--- config.mk ---
export PLATFORM = sky130hd
export DESIGN_NAME = ds_rom_table_seq_flat
export DESIGN_NICKNAME = d
export VERILOG_FILES = /design/src/rtl/ds_rom_table_seq_if.sv /design/src/rtl/ds_rom_table_seq.sv /design/src/flat_wrapper.sv
export SDC_FILE = /design/constraint.sdc
export NUM_CORES = 1
export LEC_CHECK = 0
export ABC_AREA = 1
export CAP_MARGIN = 25
export CORE_MARGIN = 8
export CORE_UTILIZATION = 25
export CTS_CLUSTER_DIAMETER = 200
export DETAILED_ROUTE_END_ITERATION = 8
export HOLD_SLACK_MARGIN = 0.02
export PLACE_DENSITY = 0.43
export SETUP_SLACK_MARGIN = 0.05
export SLEW_MARGIN = 25
export SYNTH_ARGS = -nofsm -noshare
export SYNTH_HDL_FRONTEND = slang
export SYNTH_SLANG_ARGS = --single-unit
--- constraint.sdc ---
create_clock -name clk -period 4.3 [get_ports clk]
set_input_delay 0.86 -clock clk [delete_from_list [all_inputs] [get_ports clk]]
set_output_delay 0.86 -clock clk [all_outputs]
set_load 0.01 [all_outputs]
--- src/rtl/ds_rom_table_seq_if.sv ---
// ds_rom_table_seq_if: loader and byte-server bus of the
// ROM-code table; master drives requests, slave answers.
interface ds_rom_table_seq_if #(
   parameter int DEV_W = 2
);
   logic             ld_start;
   logic [DEV_W-1:0] ld_dev;
   logic             ld_en;
   logic [7:0]       ld_byte;
   logic             ld_done;
   logic             ld_ok;
   logic             frame_start;
   logic             byte_req;
   logic [7:0]       byte_out;
   logic             byte_vld;
   logic             byte_last;
   logic             next_dev;
   logic [DEV_W-1:0] device;
   logic             dev_valid;
   logic             none_valid;

   modport master (
      output ld_start, ld_dev, ld_en, ld_byte,
      output frame_start, byte_req, next_dev,
      input  ld_done, ld_ok, byte_out, byte_vld,
      input  byte_last, device, dev_valid, none_valid
   );

   modport slave (
      input  ld_start, ld_dev, ld_en, ld_byte,
      input  frame_start, byte_req, next_dev,
      output ld_done, ld_ok, byte_out, byte_vld,
      output byte_last, device, dev_valid, none_valid
   );
endinterface

--- src/rtl/ds_rom_table_seq.sv ---
// ds_rom_table_seq: 1-Wire ROM-code table with CRC-8 check,
// LSB-first byte server and round-robin device sequencer.
module ds_rom_table_seq #(
   parameter int         NUM_DEV      = 4,
   parameter int         CHECK_FAMILY = 1,
   parameter logic [7:0] FAMILY       = 8'h28,
   parameter int         SKIP_INVALID = 1,
   localparam int        DEV_W = (NUM_DEV > 1) ? $clog2(NUM_DEV) : 1
) (
   input logic              clk,
   input logic              rst_n,
   ds_rom_table_seq_if.slave bus
);

   typedef enum logic {IDLE, LOAD} ld_state_t;

   ld_state_t        state, state_nxt;
   logic [7:0]       tbl [NUM_DEV][8];
   logic [NUM_DEV-1:0] valid;
   logic [DEV_W-1:0] idx;
   logic [DEV_W-1:0] device, dev_nxt;
   logic [2:0]       cnt;
   logic [7:0]       crc, crc_upd;
   logic [3:0]       ptr;
   logic             start, wr, fin, ok;
   logic             ld_done, ld_ok;
   logic [7:0]       byte_out;
   logic             byte_vld, byte_last;
   logic             issue;

   function automatic logic [DEV_W-1:0] wrap_add(
      input logic [DEV_W-1:0] d, input int i);
      int s;
      s = int'(d) + i;
      if (s >= NUM_DEV) s = s - NUM_DEV;
      return DEV_W'(s);
   endfunction

   // Out-of-range indices are ignored so the table is never
   // addressed beyond NUM_DEV-1.
   assign start = bus.ld_start && (int'(bus.ld_dev) < NUM_DEV);

   // Dallas CRC-8 (reflected 0x8C) folded over one byte.
   always_comb begin
      crc_upd = crc ^ bus.ld_byte;
      for (int b = 0; b < 8; b++) begin
         crc_upd = crc_upd[0] ? ((crc_upd >> 1) ^ 8'h8C)
                              : (crc_upd >> 1);
      end
   end

   // Loader next-state and write strobes.
   always_comb begin
      state_nxt = state;
      wr        = 1'b0;
      fin       = 1'b0;
      unique case (state)
         IDLE: begin
            if (start) state_nxt = LOAD;
         end
         LOAD: begin
            if (start) begin
               state_nxt = LOAD;
            end else if (bus.ld_en) begin
               wr = 1'b1;
               if (cnt == 3'd7) begin
                  fin       = 1'b1;
                  state_nxt = IDLE;
               end
            end
         end
         default: state_nxt = IDLE;
      endcase
   end

   assign ok = (crc_upd == 8'h00) &&
               ((CHECK_FAMILY == 0) || (tbl[idx][0] == FAMILY));

   // Loader state register.
   always_ff @(posedge clk or negedge rst_n) begin
      if (!rst_n) state <= IDLE;
      else        state <= state_nxt;
   end

   // Table, CRC accumulator and valid bits.
   always_ff @(posedge clk or negedge rst_n) begin
      if (!rst_n) begin
         idx     <= '0;
         cnt     <= '0;
         crc     <= '0;
         valid   <= '0;
         ld_done <= 1'b0;
         ld_ok   <= 1'b0;
         for (int d = 0; d < NUM_DEV; d++)
            for (int b = 0; b < 8; b++)
               tbl[d][b] <= '0;
      end else begin
         ld_done <= fin;
         ld_ok   <= fin & ok;
         if (start) begin
            idx               <= bus.ld_dev;
            cnt               <= '0;
            crc               <= '0;
            valid[bus.ld_dev] <= 1'b0;
         end else if (wr) begin
            tbl[idx][cnt] <= bus.ld_byte;
            crc           <= crc_upd;
            cnt           <= cnt + 3'd1;
         end
         if (fin) valid[idx] <= ok;
      end
   end

   // Next device: nearest valid index above the current one,
   // wrapping; the current device is kept if nothing else is.
   always_comb begin
      dev_nxt = device;
      if (SKIP_INVALID == 0) begin
         dev_nxt = wrap_add(device, 1);
      end else begin
         for (int i = NUM_DEV - 1; i >= 1; i--)
            if (valid[wrap_add(device, i)])
               dev_nxt = wrap_add(device, i);
      end
   end

   // frame_start beats byte_req; pointer parks at 8.
   assign issue = bus.byte_req && !bus.frame_start && !ptr[3];

   // Byte server and device register.
   always_ff @(posedge clk or negedge rst_n) begin
      if (!rst_n) begin
         ptr       <= '0;
         byte_out  <= '0;
         byte_vld  <= 1'b0;
         byte_last <= 1'b0;
         device    <= '0;
      end else begin
         byte_vld  <= 1'b0;
         byte_last <= 1'b0;
         if (issue) begin
            byte_out  <= tbl[device][ptr[2:0]];
            byte_vld  <= 1'b1;
            byte_last <= (ptr == 4'd7);
            ptr       <= ptr + 4'd1;
         end
         if (bus.frame_start || bus.next_dev) ptr <= '0;
         if (bus.next_dev) device <= dev_nxt;
      end
   end

   assign bus.ld_done    = ld_done;
   assign bus.ld_ok      = ld_ok;
   assign bus.byte_out   = byte_out;
   assign bus.byte_vld   = byte_vld;
   assign bus.byte_last  = byte_last;
   assign bus.device     = device;
   assign bus.dev_valid  = valid[device];
   assign bus.none_valid = ~|valid;

endmodule

--- src/flat_wrapper.sv ---
// flat-port wrapper written by rule: the top's interface ports become plain ports
module ds_rom_table_seq_flat 
#(
   parameter int         NUM_DEV      = 4,
   parameter int         CHECK_FAMILY = 1,
   parameter logic [7:0] FAMILY       = 8'h28,
   parameter int         SKIP_INVALID = 1,
   localparam int        DEV_W = (NUM_DEV > 1) ? $clog2(NUM_DEV) : 1
)
  (clk, rst_n, bus_ld_start, bus_ld_dev, bus_ld_en, bus_ld_byte, bus_frame_start, bus_byte_req, bus_next_dev, bus_ld_done, bus_ld_ok, bus_byte_out, bus_byte_vld, bus_byte_last, bus_device, bus_dev_valid, bus_none_valid);
  ds_rom_table_seq_if #(.DEV_W(2)) bus_i ();
  input logic clk;
  input logic rst_n;
  input wire logic [$bits(bus_i.ld_start)-1:0] bus_ld_start;
  input wire logic [$bits(bus_i.ld_dev)-1:0] bus_ld_dev;
  input wire logic [$bits(bus_i.ld_en)-1:0] bus_ld_en;
  input wire logic [$bits(bus_i.ld_byte)-1:0] bus_ld_byte;
  input wire logic [$bits(bus_i.frame_start)-1:0] bus_frame_start;
  input wire logic [$bits(bus_i.byte_req)-1:0] bus_byte_req;
  input wire logic [$bits(bus_i.next_dev)-1:0] bus_next_dev;
  output wire logic [$bits(bus_i.ld_done)-1:0] bus_ld_done;
  output wire logic [$bits(bus_i.ld_ok)-1:0] bus_ld_ok;
  output wire logic [$bits(bus_i.byte_out)-1:0] bus_byte_out;
  output wire logic [$bits(bus_i.byte_vld)-1:0] bus_byte_vld;
  output wire logic [$bits(bus_i.byte_last)-1:0] bus_byte_last;
  output wire logic [$bits(bus_i.device)-1:0] bus_device;
  output wire logic [$bits(bus_i.dev_valid)-1:0] bus_dev_valid;
  output wire logic [$bits(bus_i.none_valid)-1:0] bus_none_valid;
  assign bus_i.ld_start = bus_ld_start;
  assign bus_i.ld_dev = bus_ld_dev;
  assign bus_i.ld_en = bus_ld_en;
  assign bus_i.ld_byte = bus_ld_byte;
  assign bus_i.frame_start = bus_frame_start;
  assign bus_i.byte_req = bus_byte_req;
  assign bus_i.next_dev = bus_next_dev;
  assign bus_ld_done = bus_i.ld_done;
  assign bus_ld_ok = bus_i.ld_ok;
  assign bus_byte_out = bus_i.byte_out;
  assign bus_byte_vld = bus_i.byte_vld;
  assign bus_byte_last = bus_i.byte_last;
  assign bus_device = bus_i.device;
  assign bus_dev_valid = bus_i.dev_valid;
  assign bus_none_valid = bus_i.none_valid;
  ds_rom_table_seq #(.NUM_DEV(NUM_DEV), .CHECK_FAMILY(CHECK_FAMILY), .FAMILY(FAMILY), .SKIP_INVALID(SKIP_INVALID)) u_core (.clk(clk), .rst_n(rst_n), .bus(bus_i));
endmodule
==> results of run 1 <==
## cell usage in the layout (no fill, tap or decap), types with 2 or more instances in the layout
cell type        instances
a21oi_1                 15
a22oi_1                 52
a31oi_1                  4
a41oi_1                  3
buf_12                   4
buf_4                   15
bufinv_16                2
clkbuf_1                 9
clkbuf_16               37
clkbuf_8                10
clkdlybuf4s50_1         31
clkinv_1                 4
clkinv_2                 4
dfrtp_1                292
ha_1                     3
inv_1                   45
inv_2                    6
nand2_1                650
nand2_2                  5
nand3_1                 46
nand4_1                 30
nor2_1                  28
nor2_4                   5
nor3_1                   3
nor3_2                   7
nor3_4                   2
o2111ai_1                2
o211ai_1                 6
o21ai_0                254
o21ai_1                 23
o221ai_1                 2
o22ai_1                  7
xnor2_1                  3
xor2_1                   3
## synthesized netlist by cell type (2+ instances only)
master / n / area [µm²]
nor2_4: 3 / 33.8
o21ai_0: 254 / 1270
inv_2: 6 / 22.5
buf_6: 2 / 22.5
o221ai_1: 2 / 17.5
o22ai_1: 7 / 43.8
nor2_1: 30 / 113
o21ai_1: 23 / 115
xnor2_1: 3 / 26.3
buf_4: 7 / 52.6
nand3_1: 46 / 230
a31oi_1: 4 / 25.0
o2111ai_1: 2 / 17.5
buf_1: 2 / 7.51
a41oi_1: 3 / 26.3
nand4_1: 30 / 188
a21oi_1: 15 / 75.1
xor2_1: 3 / 26.3
a22oi_1: 52 / 390
clkbuf_1: 45 / 169
nor3_1: 3 / 15.0
nor3_4: 2 / 32.5
dfrtp_1: 292 / 7310
nand2_2: 5 / 31.3
clkinv_1: 3 / 11.3
ha_1: 3 / 37.5
nor3_2: 7 / 70.1
buf_2: 36 / 180
nand2_1: 650 / 2440
inv_1: 46 / 173
o211ai_1: 6 / 45.0
## flip-flops by register name, summed over array words and instances (netlist names)
name and count:
u_core.idx 2, u_core.crc 8, u_core.bus.device 2, u_core.valid 4
u_core.bus.byte_out 8, u_core.bus.byte_last 1, u_core.tbl 256, u_core.state 1
u_core.bus.ld_done 1, u_core.ptr 4, u_core.cnt 3, u_core.bus.ld_ok 1
u_core.bus.byte_vld 1
## per-stage QoR
step	total power [µW]	instances	worst slack, ps	utilization (%)
final	8560	2313	1220	29.3
after floorplan	4680	1603	2340	-
after detailed placement	5580	2250	1030	27.1
after CTS	8680	2312	1180	29.3
after global routing	9020	2312	1060	29.3
after global placement	5570	2250	1150	27.1
## cells by family (layout without fill, tap and decap cells)
group                      Yosys count  count (layout)  share of synthesized area, %
AOI/OAI and AO/OA                  373             373                          15.5
xor gates and xnor gates             6               6                         0.395
adders and majority gates            3               3                         0.282
buffers and inverters              147             168                          4.79
DFF                                292             292                          54.9
muxes                                1               1                        0.0752
other                                0               1                             0
and+or+nand+nor                    781             781                          24.0
## power groups by stage
| stage | logic, µW | clock network, µW | registers, µW |
|---|---|---|---|
| after global routing | 2310 | 3220 | 3490 |
| after global placement | 2090 | 0 | 3480 |
| after floorplan | 1290 | 0 | 3380 |
| after detailed placement | 2110 | 0 | 3480 |
| final | 2070 | 3050 | 3440 |
| after CTS | 2100 | 3140 | 3440 |
## how the worst min path moves through the flow
stage | from | end | slack [ps]
floorplan | u_core.tbl[120] | u_core.tbl[120] | 450
global placement | u_core.tbl[121] | u_core.tbl[121] | 470
detailed placement | u_core.tbl[120] | u_core.tbl[120] | 470
CTS | rst_n | u_core.crc[1] | 360
global route | rst_n | u_core.crc[1] | 390
finish | rst_n | u_core.crc[7] | 320
## critical path, cell delays in order (launching register included)
cell             delay, ps
dfrtp_1                660
nand2_1                120
o21ai_0                130
nor2_1                  60
a31oi_1                150
clkdlybuf4s50_1        560
## per-layer routing
metal / part of all wire [%] / vias to the layer above / global-route usage, %
li1: - / 5314 / -
met1: 48 / 5326 / 19.1
met2: 46 / 202 / 22.5
met3: 4.0 / 61 / 2.27
met4: 2.3 / 0 / 4.24
met5: 0 / - / 0
## area by class of cell
class | count | area [µm²] | share of cell area [%]
Multi-Input combinational cell | 1164 | 5380 | 34.8
Clock buffer | 56 | 1100 | 7.10
Inverter | 55 | 206 | 1.34
Antenna cell | 1 | 2.50 | 0.0162
Clock inverter | 6 | 80.1 | 0.518
Sequential cell | 292 | 7310 | 47.3
Timing Repair Buffer | 51 | 518 | 3.35
Tap cell | 688 | 861 | 5.57
==> impl_metrics.yaml, run 1 <==
sta:
  whs_ps: 317
  hold_viol_final: 0
  fin_skew_ps: 13.8
  relSlewSlack_pct: 39.8
  worstMarginPinSlew_ps: 897
  setup_viol: 0
  rsz0062_at_grt: "false"
  clock.fmax_mhz: 325
  fin_crit_ps: 3080
  fin_crit_sh_pct: 71.5
  slew_viol_final: 0
  fin_tns_setup_ps: 0
floorplanning:
  initial_utilization_pct: 25.3
  pin_count: 33
  fp.dieW_um: 247
  dieArea_um2: 60900
  core_area_um2: 52700
  num_rows: 84
  die_h_um: 247
logic_synthesis:
  syn_area_um2: 13300
  synth_warnings: 0
  ys.flop_type: "dfrtp_1"
  ys_ff_latch: 292
  yosysUniqueCellTypes: 42
  syn_area_per_cell_um2: 8.30
  synth_seq_area_share_pct: 54.9
  synthCells: 1603
  synth_edf_count: 0
  async_reset_ff_share_pct: 100
  synth_nets: 1623
setup_path:
  endpoint: "bus_dev_valid"
  ff2ff_path_depth: 9
  cp.arrival_ps: 2220
  cp_max_fo: 12
  cp.required_ps: 3440
  cp-end-kind: "primary output"
  setup.worst_path.start: "u_core.bus.device[0]"
  reg2reg_from: "u_core.bus.device[0]"
  r2r_setup_slack_ps: 1440
  cp-start-kind: "flip-flop"
  worstSetupPathType: "reg2out"
  timing.rr.end: "u_core.bus.byte_out[3]"
run:
  cap_violations: 0
routing:
  routed_via_density: 4.71
  vias: 10903
  firstDrtPassIters: 5
  drcViolationCount: 0
  wl_um: 42500
  ant_nets: 0
  first_iter_violations: 822
  wire_per_inst_um: 18.4
global_route:
  grt_pass1_wl_um: 66900
  grt_usage_pct: 14.0
  antenna_found_initial: 0
  grt_pass1_vias: 10824
  globalRouteOverflowTotal: 0
  grt_max_degree: 84
clocking:
  h-tree-depth: 2
  cts.clk_slew.worst_paths_ps: 60
  holdBufCountCts: 0
  cts_buffers: 36
  cts_tree: "yes"
  cts-root-buf: "clkbuf_16"
  insertion_delay_ps: 520
  cts_buffer_depth: 3
  post-cts-setup-buffer-count: 0
  cts_resized: 0
  clock-sinks: 292
power_and_ir_drop:
  p_leak_uw: 0.00689
  pwr-share-clk_pct: 35.6
  p_switching_uw: 2920
  peakVddDrop_v: 0.000238
  power.share.switching_pct: 34.2
  internal_power_uw: 5630
  seq_power_share_pct: 40.2
  power_density_nw_per_um2: 554
  p_comb_share_pct: 24.2
status:
  outcome: "complete, no violations"
finish:
  syn_to_final_growth_pct: 16.1
  nFillCells: 5586
  final_layout_size_suffix_gt1_share_pct: 6.28
  layout.nets: 1620
  design_area_um2: 15500
placement:
  gp_congestion: 0.804
  place_area_um2: 14300
  io_buffers: 32
  dp_hpwl_um: 27300
worst_hold_path:
  hold_class: "in2async"
Power figures use the tool's default switching activity.
==> run 2: changes to the inputs <==
--- a/config.mk
+++ b/config.mk
@@ -12,7 +12,7 @@
 export CTS_CLUSTER_DIAMETER = 200
 export DETAILED_ROUTE_END_ITERATION = 8
 export HOLD_SLACK_MARGIN = 0.02
-export PLACE_DENSITY = 0.43
+export PLACE_DENSITY = 0.44
 export SETUP_SLACK_MARGIN = 0.05
 export SLEW_MARGIN = 25
 export SYNTH_ARGS = -nofsm -noshare
==> constraint.sdc (replaced) <==
create_clock -name clk -period 2.72 [get_ports clk]
set_input_delay 0.544 -clock clk [delete_from_list [all_inputs] [get_ports clk]]
set_output_delay 0.544 -clock clk [all_outputs]
set_load 0.01 [all_outputs]
==> run 2 against run 1 <==
- sequential share of layout area is 1.4 points lower
- register-to-register slack worse by 980 ps
- clock skew is 11 ps higher
- highest routed layer unchanged
- largest cell class unchanged
- critical endpoint is now bus_none_valid
==> impl_metrics.yaml, run 2 (same netlist as run 1, synthesis figures left out) <==
status:
  outcome: "complete, no violations"
setup_path:
  r2r_setup_slack_ps: 460
  timing.rr.end: "u_core.bus.byte_out[1]"
  cp.required_ps: 2180
  worstSetupPathType: "reg2out"
  cp-start-kind: "flip-flop"
  cp-end-kind: "primary output"
  crit_buf_inv: 1
  cp_cell_sequence: "nor4_1, clkdlybuf4s50_1"
  cp_max_fo: 4
  slowest_stage: "clkdlybuf4s50_1"
  cp_slowest_stage_delay_ps: 580
  reg2reg_from: "u_core.bus.device[1]"
  crit_family: "buffers and inverters"
  cp.arrival_ps: 1830
  ff2ff_path_depth: 9
sta:
  fin_tns_setup_ps: 0
  worstMarginPinSlew_ps: 655
  fin_skew_ps: 24.7
  slew_viol_final: 0
  fin_crit_ps: 2380
  hold_viol_final: 0
  final.setup.worst_slack_ps: 342
  relSlewSlack_pct: 56.2
  rsz0062_at_grt: "false"
  clock.fmax_mhz: 421
  whs_ps: 482
  setup_viol: 0
  fin_crit_sh_pct: 87.4
placement:
  place_area_um2: 14700
  post-place-ws_ps: 296
  dp_hpwl_um: 28200
  io_buffers: 32
  gp_congestion: 0.797
routing:
  ant_nets: 0
  wire_per_inst_um: 18.1
  routed_via_density: 4.70
  firstDrtPassIters: 5
  vias: 11130
  first_iter_violations: 853
  drcViolationCount: 0
  wl_um: 42900
clocking:
  insertion_delay_ps: 550
  h-tree-depth: 2
  cts_tree: "yes"
  cts-root-buf: "clkbuf_16"
  cts_buffers: 37
  cts.clk_slew.worst_paths_ps: 50
  clock-sinks: 292
  cts_buffer_depth: 3
worst_hold_path:
  min_to: "u_core.tbl[172]"
  worstHoldPathCells: 2
  hold_class: "reg2reg"
  min-delay-start: "u_core.tbl[172]"
power_and_ir_drop:
  peakVddDrop_v: 0.000339
  power_density_nw_per_um2: 860
  p_leak_uw: 0.00719
floorplanning:
  fp.dieW_um: 247
  pin_count: 33
  dieArea_um2: 60900
  core_area_um2: 52700
  initial_utilization_pct: 25.3
  die_h_um: 247
  num_rows: 84
finish:
  final_layout_size_suffix_gt1_share_pct: 9.48
  post-route-util_pct: 30.3
  multi_input_area_um2: 5380
  largest_reg_flops: 256
  seq_area_um2: 7310
  final_common_cell: "nand2_1"
  nFillCells: 5612
  layout.nets: 1676
  regMostFlops: "u_core.tbl"
  syn_to_final_growth_pct: 19.7
  design_area_um2: 15900
  final_cell_mix: "nand2_1 (650), dfrtp_1 (291), o21ai_0 (253)"
  largestRegisters: "u_core.tbl: 256 flops, u_core.bus.byte_out: 8 flops, u_core.crc: 8 flops"
global_route:
  grt_pass1_vias: 11080
  globalRouteOverflowTotal: 0
  grt_pass1_wl_um: 67800
  grt_max_degree: 62
  antenna_found_initial: 0
  grt_usage_pct: 14.2
run:
  cap_violations: 0
## run 2: changes by cell type in the layout (fill, tap and decap cells not counted), moves of 2 or more
cell	before	now
buf_12	4	10
buf_4	15	63
clkbuf_16	37	39
clkinv_2	4	8
clkbuf_8	10	7
clkbuf_1	9	5
## run 2: metal layers
metal / track usage, % / vias to the layer above / part of all wire [%]
met5: 0 / - / 0
met4: 4.14 / 0 / 2.2
met3: 2.27 / 56 / 3.7
met2: 22.8 / 196 / 46
met1: 19.5 / 5448 / 48
li1: - / 5430 / -
## run 2: timing repair
action,4_1_cts,5_1_grt
gates cloned,0,0
endpoints found under the hold margin,53,0
setup buffers,0,2
resized for setup,2,1
pin swaps,0,0
endpoints found under the setup margin,1,1
hold buffers,1,0
## run 2: stage by stage
stage / total power [µW] / instances
global route: 14500 / 2366
finish: 13700 / 2367
CTS: 13800 / 2364
detailed placement: 9010 / 2302
floorplan: 7390 / 1603
global placement: 8980 / 2302
## run 2: final cells by class
type | instances | area share, %
sequential | 292 | 45.9
clock buffer | 51 | 6.85
clock inverter | 10 | 0.495
timing repair buffer | 106 | 6.34
antenna | 1 | 0.0157
inverter | 55 | 1.30
tap | 688 | 5.40
multi-input combinational | 1164 | 33.7
## run 2: how the worst max path moves through the flow
| stage | from | to | cells after the start |
|---|---|---|---|
| 2_1_floorplan | bus_ld_byte[6] | u_core.valid[2] | 13 |
| 3_3_place_gp | bus_ld_byte[6] | u_core.valid[3] | 12 |
| 3_5_place_dp | bus_ld_byte[6] | u_core.valid[1] | 13 |
| 4_1_cts | u_core.bus.device[0] | bus_dev_valid | 5 |
| 5_1_grt | u_core.valid[2] | bus_none_valid | 2 |
| 6_report | u_core.valid[2] | bus_none_valid | 2 |
## run 2: worst register-to-register path, cell delays in order, from the launching register on
cell and delay [ps]:
dfrtp_1 560, inv_1 180, nor2_4 320, buf_4 330, nand2_1 80, a41oi_1 290, o21ai_0 210, nand3_1 120
nand2_1 50, nand3_1 70
## run 2: power breakdown
part | switching, µW | leakage, µW | internal, µW | total (µW)
sequential | 471 | 0.00395 | 4960 | 5430
clock | 1880 | 0.000587 | 2880 | 4750
combinational | 2320 | 0.00265 | 1200 | 3520
